===== config.mk =====
export PLATFORM = sky130hd
export DESIGN_NAME = seq_det_ctrl
export DESIGN_NICKNAME = d
export VERILOG_FILES = /design/src/rtl/seq_det_pkg.sv /design/src/rtl/seq_match_core.sv /design/src/rtl/seq_det_ctrl.sv
export SDC_FILE = /design/constraint.sdc
export NUM_CORES = 1
export LEC_CHECK = 0
export ABC_AREA = 1
export BUFFER_PORTS_ARGS = -buffer_cell sky130_fd_sc_hd__buf_2
export CAP_MARGIN = 20
export CORE_ASPECT_RATIO = 2
export CORE_MARGIN = 4
export CORE_UTILIZATION = 50
export DETAILED_ROUTE_END_ITERATION = 8
export HOLD_SLACK_MARGIN = 0.02
export PLACE_DENSITY = 0.72
export SLEW_MARGIN = 20
export SYNTH_ARGS = -nofsm -noshare
export SYNTH_HDL_FRONTEND = slang
export SYNTH_SLANG_ARGS = --single-unit
export TNS_END_PERCENT = 10

===== constraint.sdc =====
create_clock -name clk -period 2.9 [get_ports clk]
set_input_delay 0 -clock clk [delete_from_list [all_inputs] [get_ports clk]]
set_output_delay 0 -clock clk [all_outputs]
set_load 0.005 [all_outputs]

===== src/rtl/seq_det_pkg.sv =====
// Shared types and helpers for the programmable serial pattern detector.
// Optional overlap mode is selected with SEQ_DET_OVERLAP_EN.
package seq_det_pkg;

    localparam int PAT_W_DEF = 8;
    localparam int CNT_W_DEF = 8;

    typedef enum logic [1:0] {
        IDLE,
        ARMED,
        RUN,
        DONE
    } seq_det_state_t;

    function automatic int clamp_len(input int len, input int pat_w);
        if (len < 1)
            return 1;
        if (len > pat_w)
            return pat_w;
        return len;
    endfunction

endpackage


===== src/rtl/seq_match_core.sv =====
// History shift register, fill counter and masked compare for seq_det_ctrl.
// SEQ_DET_OVERLAP_EN keeps the fill count across a match.
module seq_match_core
    import seq_det_pkg::*;
#(
    parameter int PAT_W = PAT_W_DEF,
    parameter int LEN_W = $clog2(PAT_W) + 1
) (
    input  logic             clk,
    input  logic             rst,
    input  logic             i_clr,
    input  logic             i_shift,
    input  logic             i_x,
    input  logic [PAT_W-1:0] i_pat,
    input  logic [LEN_W-1:0] i_len,
    output logic             o_hit
);

    localparam logic [LEN_W-1:0] FULL = LEN_W'(PAT_W);

    logic [PAT_W-1:0] r_hist;
    logic [LEN_W-1:0] r_fill;
    logic [PAT_W-1:0] w_hist_nx;
    logic [PAT_W-1:0] w_one;
    logic [PAT_W-1:0] w_mask;
    logic [LEN_W-1:0] w_fill_nx;

    assign w_one     = PAT_W'(1);
    assign w_hist_nx = (r_hist << 1) | PAT_W'(i_x);
    assign w_fill_nx = (r_fill == FULL) ? r_fill : r_fill + 1'b1;
    // len == PAT_W shifts the one out, so the subtraction yields all ones
    assign w_mask    = (w_one << i_len) - w_one;

    assign o_hit = i_shift
                && (w_fill_nx >= i_len)
                && ((w_hist_nx & w_mask) == (i_pat & w_mask));

    always_ff @(posedge clk) begin
        if (rst || i_clr) begin
            r_hist <= '0;
            r_fill <= '0;
        end else if (i_shift) begin
            r_hist <= w_hist_nx;
`ifdef SEQ_DET_OVERLAP_EN
            r_fill <= w_fill_nx;
`else
            r_fill <= o_hit ? '0 : w_fill_nx;
`endif
        end
    end

endmodule


===== src/rtl/seq_det_ctrl.sv =====
// Programmable serial pattern-detection controller (FSM, counters, config).
// Overlapping matches are counted when SEQ_DET_OVERLAP_EN is defined.
module seq_det_ctrl
    import seq_det_pkg::*;
#(
    parameter int PAT_W = PAT_W_DEF,
    parameter int CNT_W = CNT_W_DEF,
    parameter int LEN_W = $clog2(PAT_W) + 1
) (
    input  logic             clk,
    input  logic             rst,
    input  logic             cfg_valid,
    output logic             cfg_ready,
    input  logic [PAT_W-1:0] cfg_pattern,
    input  logic [LEN_W-1:0] cfg_len,
    input  logic [CNT_W-1:0] cfg_target,
    input  logic             start,
    input  logic             abort,
    input  logic             x,
    input  logic             x_valid,
    output logic             y,
    output logic [CNT_W-1:0] match_cnt,
    output logic             busy,
    output logic             done
);

    seq_det_state_t   r_state;
    logic [PAT_W-1:0] r_pat;
    logic [LEN_W-1:0] r_len;
    logic [CNT_W-1:0] r_tgt;
    logic [CNT_W-1:0] r_cnt;
    logic             r_y;

    logic             w_cfg_hs;
    logic             w_start;
    logic             w_shift;
    logic             w_hit;
    logic [CNT_W-1:0] w_cnt_nx;
    logic [LEN_W-1:0] w_len_cl;

    assign cfg_ready = (r_state != RUN);
    assign busy      = (r_state == RUN);
    assign done      = (r_state == DONE);
    assign y         = r_y;
    assign match_cnt = r_cnt;

    assign w_cfg_hs = cfg_valid && cfg_ready;
    // a configuration offer always wins over start
    assign w_start  = start && !cfg_valid
                   && ((r_state == ARMED) || (r_state == DONE));
    assign w_shift  = (r_state == RUN) && x_valid && !abort;
    assign w_cnt_nx = (r_cnt == '1) ? r_cnt : r_cnt + 1'b1;
    assign w_len_cl = LEN_W'(clamp_len(int'(cfg_len), PAT_W));

    seq_match_core #(
        .PAT_W (PAT_W),
        .LEN_W (LEN_W)
    ) u_core (
        .clk     (clk),
        .rst     (rst),
        .i_clr   (w_start),
        .i_shift (w_shift),
        .i_x     (x),
        .i_pat   (r_pat),
        .i_len   (r_len),
        .o_hit   (w_hit)
    );

    always_ff @(posedge clk) begin
        if (rst) begin
            r_state <= IDLE;
            r_pat   <= '0;
            r_len   <= LEN_W'(1);
            r_tgt   <= '0;
            r_cnt   <= '0;
            r_y     <= 1'b0;
        end else begin
            r_y <= 1'b0;
            if (w_cfg_hs) begin
                r_pat <= cfg_pattern;
                r_len <= w_len_cl;
                r_tgt <= cfg_target;
            end
            unique case (r_state)
                IDLE: begin
                    if (cfg_valid)
                        r_state <= ARMED;
                end
                ARMED: begin
                    if (w_start) begin
                        r_state <= RUN;
                        r_cnt   <= '0;
                    end
                end
                RUN: begin
                    if (abort) begin
                        r_state <= ARMED;
                    end else if (w_hit) begin
                        r_y   <= 1'b1;
                        r_cnt <= w_cnt_nx;
                        if ((r_tgt != '0) && (w_cnt_nx == r_tgt))
                            r_state <= DONE;
                    end
                end
                DONE: begin
                    if (cfg_valid) begin
                        r_state <= ARMED;
                    end else if (w_start) begin
                        r_state <= RUN;
                        r_cnt   <= '0;
                    end else if (abort) begin
                        r_state <= ARMED;
                    end
                end
                default: r_state <= IDLE;
            endcase
        end
    end

endmodule


# --- Word level (Yosys, flattened, before mapping) ---
# Index checks and enable logic that the tools add are counted.
totals:
  input_bits: 27
  reg_bits: 42
op_classes:
  shift: 1
  magnitude_cmp: 3
  n_reduce_logical: 18
  add_sub_neg: 3
  bitwise_logic: 4
  eq_ne: 16
  muxes: 25
ops:
  columns: ["cell", "count"]
  rows:
  - ["$mux W8", 5]
  - ["$pmux W8 S3", 1]
  - ["$mux W4", 5]
  - ["$and A8 B8 Y8", 2]
  - ["$eq A8 B8 Y1", 2]
  - ["$mux W2", 8]
  - ["$add A8 B1 Y8 const B", 1]
  - ["$eq A8 B8 Y1 const B", 1]
  - ["$logic_and A1 B1 Y1", 8]
  - ["$ne A2 B2 Y1 const B", 4]
  - ["$or A8 B1 Y8", 1]
  - ["$pmux W2 S4", 1]
  - ["$reduce_bool A8 Y1", 1]
  - ["$shl A1 B4 Y8 const A", 1]
  - ["$sub A8 B1 Y8 const B", 1]
  - ["$ne A3 B2 Y1 const B", 2]
  - ["$mux W1", 5]
  - ["$reduce_and A5 Y1", 1]
  - ["$add A4 B1 Y4 const B", 1]
  - ["$eq A2 B2 Y1 const B", 2]
  - ["$eq A4 B4 Y1 const B", 1]
  - ["$ge A4 B4 Y1", 1]
  - ["$gt A4 B4 Y1 const B", 1]
  - ["$lt A4 B1 Y1 const B", 1]
  - ["other kinds (10)", 13]

# --- Longest topological paths before layout ---
logic_depth:
  word_depth: 8
  ltp_mapped: 18
  ltp_nobuf: 18

# --- Modules after synthesis ---
# From an unflattened synthesis, not the netlist that was laid out.
unflattened:
  hier_cells: 388
  area_unflattened_um2: 2534.9
by_module_without_submodules:
  columns: ["module", "area_each_um2", "seq_area_each_um2", "n_inst", "cells_each"]
  rows:
  - ["seq_det_ctrl", 1630.3, 620.6, 1, 240]
  - ["seq_match_core", 904.6, 220.2, 1, 148]

# --- Worst setup path after synthesis ---
# No wires, ideal clock.
synth_path:
  path_type: "reg2reg"
  from: "register u_core.r_fill[0]"
  to: "register r_state[1]"
  n_path_buf: 0
  path_stages_with_launch: 18
  required_ns: 2.787
  arrival_ns: 1.965
  slack_ns: 0.822
  setup_ns: 0.113
  path_cell_list: "dfxtp_1 > inv_1 > ha_1 > nand2_1 > nor2_1 > xor2_1 > inv_1 > ha_1 > nor2_1 > nor2_1 > o21ai_0 > nor2_1 > nor2_2 > nand2_2 > a21oi_2 > nand3_1 > nor2_1 > nor2_1"
synth_between:
  elab_chain_len: 7
  elab_cells_between_ends: 8
synth_rtl:
  columns: ["item", "line", "text"]
  rows:
  - ["start: declaration", "seq_match_core.sv:22", "logic [LEN_W-1:0] r_fill;"]
  - ["start signal: assignment", "seq_match_core.sv:47", "r_fill <= o_hit ? '0 : w_fill_nx;"]
  - ["$add A4 B1 Y4 or $eq A4 B4 Y1 (tied branches)", "seq_match_core.sv:30", "assign w_fill_nx = (r_fill == FULL) ? r_fill : r_fill + 1'b1;"]
  - ["$mux W4 *", "seq_match_core.sv:30", null]
  - ["$ge A4 B4 Y1 *", "seq_match_core.sv:35", "&& (w_fill_nx >= i_len)"]
  - ["$logic_and A1 B1 Y1 *", "seq_match_core.sv:35", null]
  - ["$logic_and A1 B1 Y1 *", "seq_match_core.sv:36", "&& ((w_hist_nx & w_mask) == (i_pat & w_mask));"]
  - ["$ne A3 B2 Y1 (no source line) *", null, null]
  - ["$reduce_and A5 Y1 (no source line) *", null, null]
  - ["end signal: assignment", "seq_det_ctrl.sv:71", "r_state <= IDLE;"]
  - ["end signal: assignment", "seq_det_ctrl.sv:87", "r_state <= ARMED;"]
  - ["end signal: assignment", "seq_det_ctrl.sv:91", "r_state <= RUN;"]
  - ["end: declaration", "seq_det_ctrl.sv:27", "seq_det_state_t r_state;"]
# Every way passes the cells marked *; elsewhere a longest branch is shown, timed or not.
# A chain may end at the register's enable or synchronous reset.

# --- Worst setup path after layout ---
layout_path:
  from: "register u_core.r_fill[0]"
  to: "register r_cnt[5], in the netlist match_cnt[5]"
layout_between:
  elab_chain_len: 7
  elab_cells_between_ends: 8
layout_rtl:
  columns: ["item", "line", "text"]
  rows:
  - ["$add A4 B1 Y4 or $eq A4 B4 Y1 (tied branches)", "seq_match_core.sv:30", null]
  - ["$mux W4 *", "seq_match_core.sv:30", null]
  - ["$ge A4 B4 Y1 *", "seq_match_core.sv:35", null]
  - ["$logic_and A1 B1 Y1 *", "seq_match_core.sv:35", null]
  - ["$logic_and A1 B1 Y1 *", "seq_match_core.sv:36", null]
  - ["$ne A2 B1 Y1 (no source line) *", null, null]
  - ["$reduce_and A4 Y1 (no source line) *", null, null]
  - ["end signal: assignment", "seq_det_ctrl.sv:100", "r_cnt <= w_cnt_nx;"]
  - ["end: declaration", "seq_det_ctrl.sv:31", "logic [CNT_W-1:0] r_cnt;"]
# Marked as above.

==> impl_metrics.csv <==
group,metric,value,unit
critical_path,r2r_slack,0.46,ns
cells_and_area,final_area,2870,um^2
floorplanning,io_pins,39,
cts,cts_made_buffers,5,
detailed_routing,initialDrtViolationCount,153,
floorplanning,dieArea,6060,um^2
power_and_ir_drop,p_per_area,549,nW/um^2
floorplanning,fp.coreArea,4640,um^2
detailed_routing,wirelength,6510,um
logic_synthesis,synth_warnings,0,
logic_synthesis,synth.avg_cell_area,6.56,um^2
sta,hold_viol,0,
logic_synthesis,netlist.area_leader.share,34.9,%
sta,setup_viol,0,
logic_synthesis,synth_nets,402,
cells_and_area,n_antenna_cell,0,
critical_path,critPathRequiredTime,3.12,ns
cts,cts_sinks,42,
cells_and_area,final_net_count,455,
logic_synthesis,synth_area,2410,um^2
grt,grt.total_usage,23.4,%
critical_path,crit_chain,"inv_1 > ha_1 > nand2_1 > nor2_1 > xor2_1 > inv_1 > ha_1 > nor2_1 > nor2_1 > o21ai_0 > nor2_1 > nor2_2 > nand2_2 > nand2_2 > nand4_1 > a21oi_1",
detailed_routing,vias,2536,
logic_synthesis,syn_inst,367,
sta,timing.hold.ws,0.0143,ns
sta,max_freq,409,MHz
hold_path,hp-class,"primary input to flip-flop",
logic_synthesis,synth_top_area_cell,"dfxtp_1",
cts,cts-root-buf,"clkbuf_8",
cells_and_area,fin_util,61.9,%
cells_and_area,multi_input_area,1390,um^2
sta,slew_viol_final,0,
power_and_ir_drop,p_total,1580,uW
critical_path,critical_path.max_fanout,12,
power_and_ir_drop,ir_drop,0.559,mV
critical_path,cp_common_cell,"nor2_1",
logic_synthesis,ys_seq_area_share,34.9,%
cts,clk_latency,0.29,ns
sta,maxSlewHeadroom,46.0,%
sta,tns,0,ns
sta,fin_crit,2.44,ns
critical_path,endpoint_kind,"flip-flop",
critical_path,worstPathArrival,2.66,ns
cts,clockBufferDepth,2,
floorplanning,num_rows,35,
sta,worst_slew_pin_slew,0.807,ns
floorplanning,die_y,106,um
power_and_ir_drop,power.leakage,0.00133,uW
floorplanning,fp.dieW,57.1,um
cts,cts_htree_levels,2,
logic_synthesis,ys_ff_latch,42,
sta,fin_crit_sh,84.3,%
grt,overflow,0,
logic_synthesis,synthDistinctLibCells,29,
detailed_routing,ant_nets,0,
placed_design,placed_cell_area,2630,um^2
cells_and_area,register_area,841,um^2
detailed_routing,vias_per_cell,5.34,
cts,cts_setup_buffers,0,
outcome,status,"completed",
placed_design,io_buffers,38,
logic_synthesis,synth.area.top_cells,"dfxtp_1 35%, nor2_1 11%, nand2_1 10%",
critical_path,crit_path_start_kind,"flip-flop",
grt,antenna_found_initial,0,
logic_synthesis,synth-edff-count,0,
sta,fin_skew,0.00398,ns
grt,grt_first_pass_wirelength,11200,um
floorplanning,start_util,51.9,%
sta,rsz0062_at_grt,"false",
critical_path,slowest_delay,0.34,ns
cts,cts_tree,"yes",
logic_synthesis,synth_ff_type,"dfxtp_1",
cts,cts.clk_slew.worst_paths,0.07,ns
grt,grt_max_degree,21,
detailed_routing,drc,0,
cells_and_area,syn_to_final_growth,19.3,%
detailed_routing,route.detailed.wl_per_inst,13.7,um
cells_and_area,drive_above_1_share,13.3,%
logic_synthesis,async_flop_share,0,%
placed_design,globalplace.congestion,0.974,
critical_path,cp_slowest_cell,"dfxtp_1",
critical_path,worstSetupPathType,"flip-flop to flip-flop",
detailed_routing,first_pass_iters,4,
cells_and_area,nFillCells,497,
placed_design,dpl.hpwl,5070,um
grt,grt_pass1_vias,2581,
run,maxCapViolations,0,
power by group:
group          internal, uW  switching (uW)  leakage [uW]
clock                   166             188     0.0000383
sequential              653            76.4      0.000344
combinational           194             301      0.000951
flip-flops by register name, indices dropped and copies added (netlist names):
register	cells
r_tgt	8
u_core.r_hist	7
y	1
r_pat	8
r_len	4
u_core.r_fill	4
match_cnt	8
r_state	2
through the flow:
step	instances	setup WS, ns
global placement	451	0.620
CTS	475	0.431
global route	475	0.0243
detailed placement	451	0.486
finish	475	0.455
floorplan	367	0.822
cell type report:
class,instances,area share [%]
Multi-Input combinational cell,280,48.3
Timing Repair Buffer,56,12.8
Clock buffer,7,2.66
Inverter,35,4.57
Sequential cell,42,29.3
Tap cell,55,2.40
timing repair:
action	4_1_cts	5_1_grt
endpoints found under the hold margin	17	0
hold buffers	17	0
resized for setup	0	0
worst paths after layout:
kind                                      start                   endpoint  depth (start not counted)
hold reg to reg           r_tgt[2]$_SDFFE_PP0P_      r_tgt[2]$_SDFFE_PP0P_                          2
setup reg to reg  u_core.r_fill[0]$_SDFFE_PP0P_  match_cnt[5]$_SDFFE_PP0P_                         16
hold / removal                    cfg_target[1]      r_tgt[1]$_SDFFE_PP0P_                          3
setup / recovery  u_core.r_fill[0]$_SDFFE_PP0P_  match_cnt[5]$_SDFFE_PP0P_                         16
Yosys cell counts (2+ instances only):
library cell and instances:
a21oi_1 23, clkbuf_1 7, dfxtp_1 42, ha_1 8, inv_1 34, nand2_1 65, nand2_2 3, nand3_1 40
nand3b_1 2, nand4_1 5, nor2_1 69, nor2_2 4, nor2_4 2, nor3_1 3, o21ai_0 37, o21bai_1 3
xnor2_1 5, xor2_1 4
worst max-delay path: cells and delay by family, from the launching register on:
family          cells  cell delay [ns]
compound gates      2             0.32
fa+ha+maj           2             0.33
buf+inv             2             0.16
xor+xnor            1             0.19
simple gates        9             1.03
flops               1             0.34
logic make-up (layout without fill, tap and decap cells):
| family | after synthesis | in the layout | share of synthesized area, % |
|---|---|---|---|
| fa+ha+maj | 8 | 8 | 4.16 |
| simple gates | 196 | 196 | 35.5 |
| compound gates | 67 | 67 | 14.7 |
| xor+xnor | 9 | 9 | 3.27 |
| buf+inv | 45 | 98 | 7.43 |
| flops | 42 | 42 | 34.9 |
per-layer routing:
layer / global-route usage (%) / vias up / part of all wire [%]
li1: - / 1304 / -
met1: 22.1 / 1144 / 34
met2: 45.4 / 65 / 57
met3: 3.40 / 23 / 3.7
met4: 13.1 / 0 / 5.2
met5: 0 / - / 0
layout by cell type, fill, tap and decap left out, types with 8 or more instances in the layout:
cell	count
a21oi_1	23
o21ai_0	37
ha_1	8
dfxtp_1	42
inv_1	34
dlygate4sd3_1	17
buf_2	38
nor2_1	69
nand3_1	40
nand2_1	65
Power figures use the tool's default switching activity.
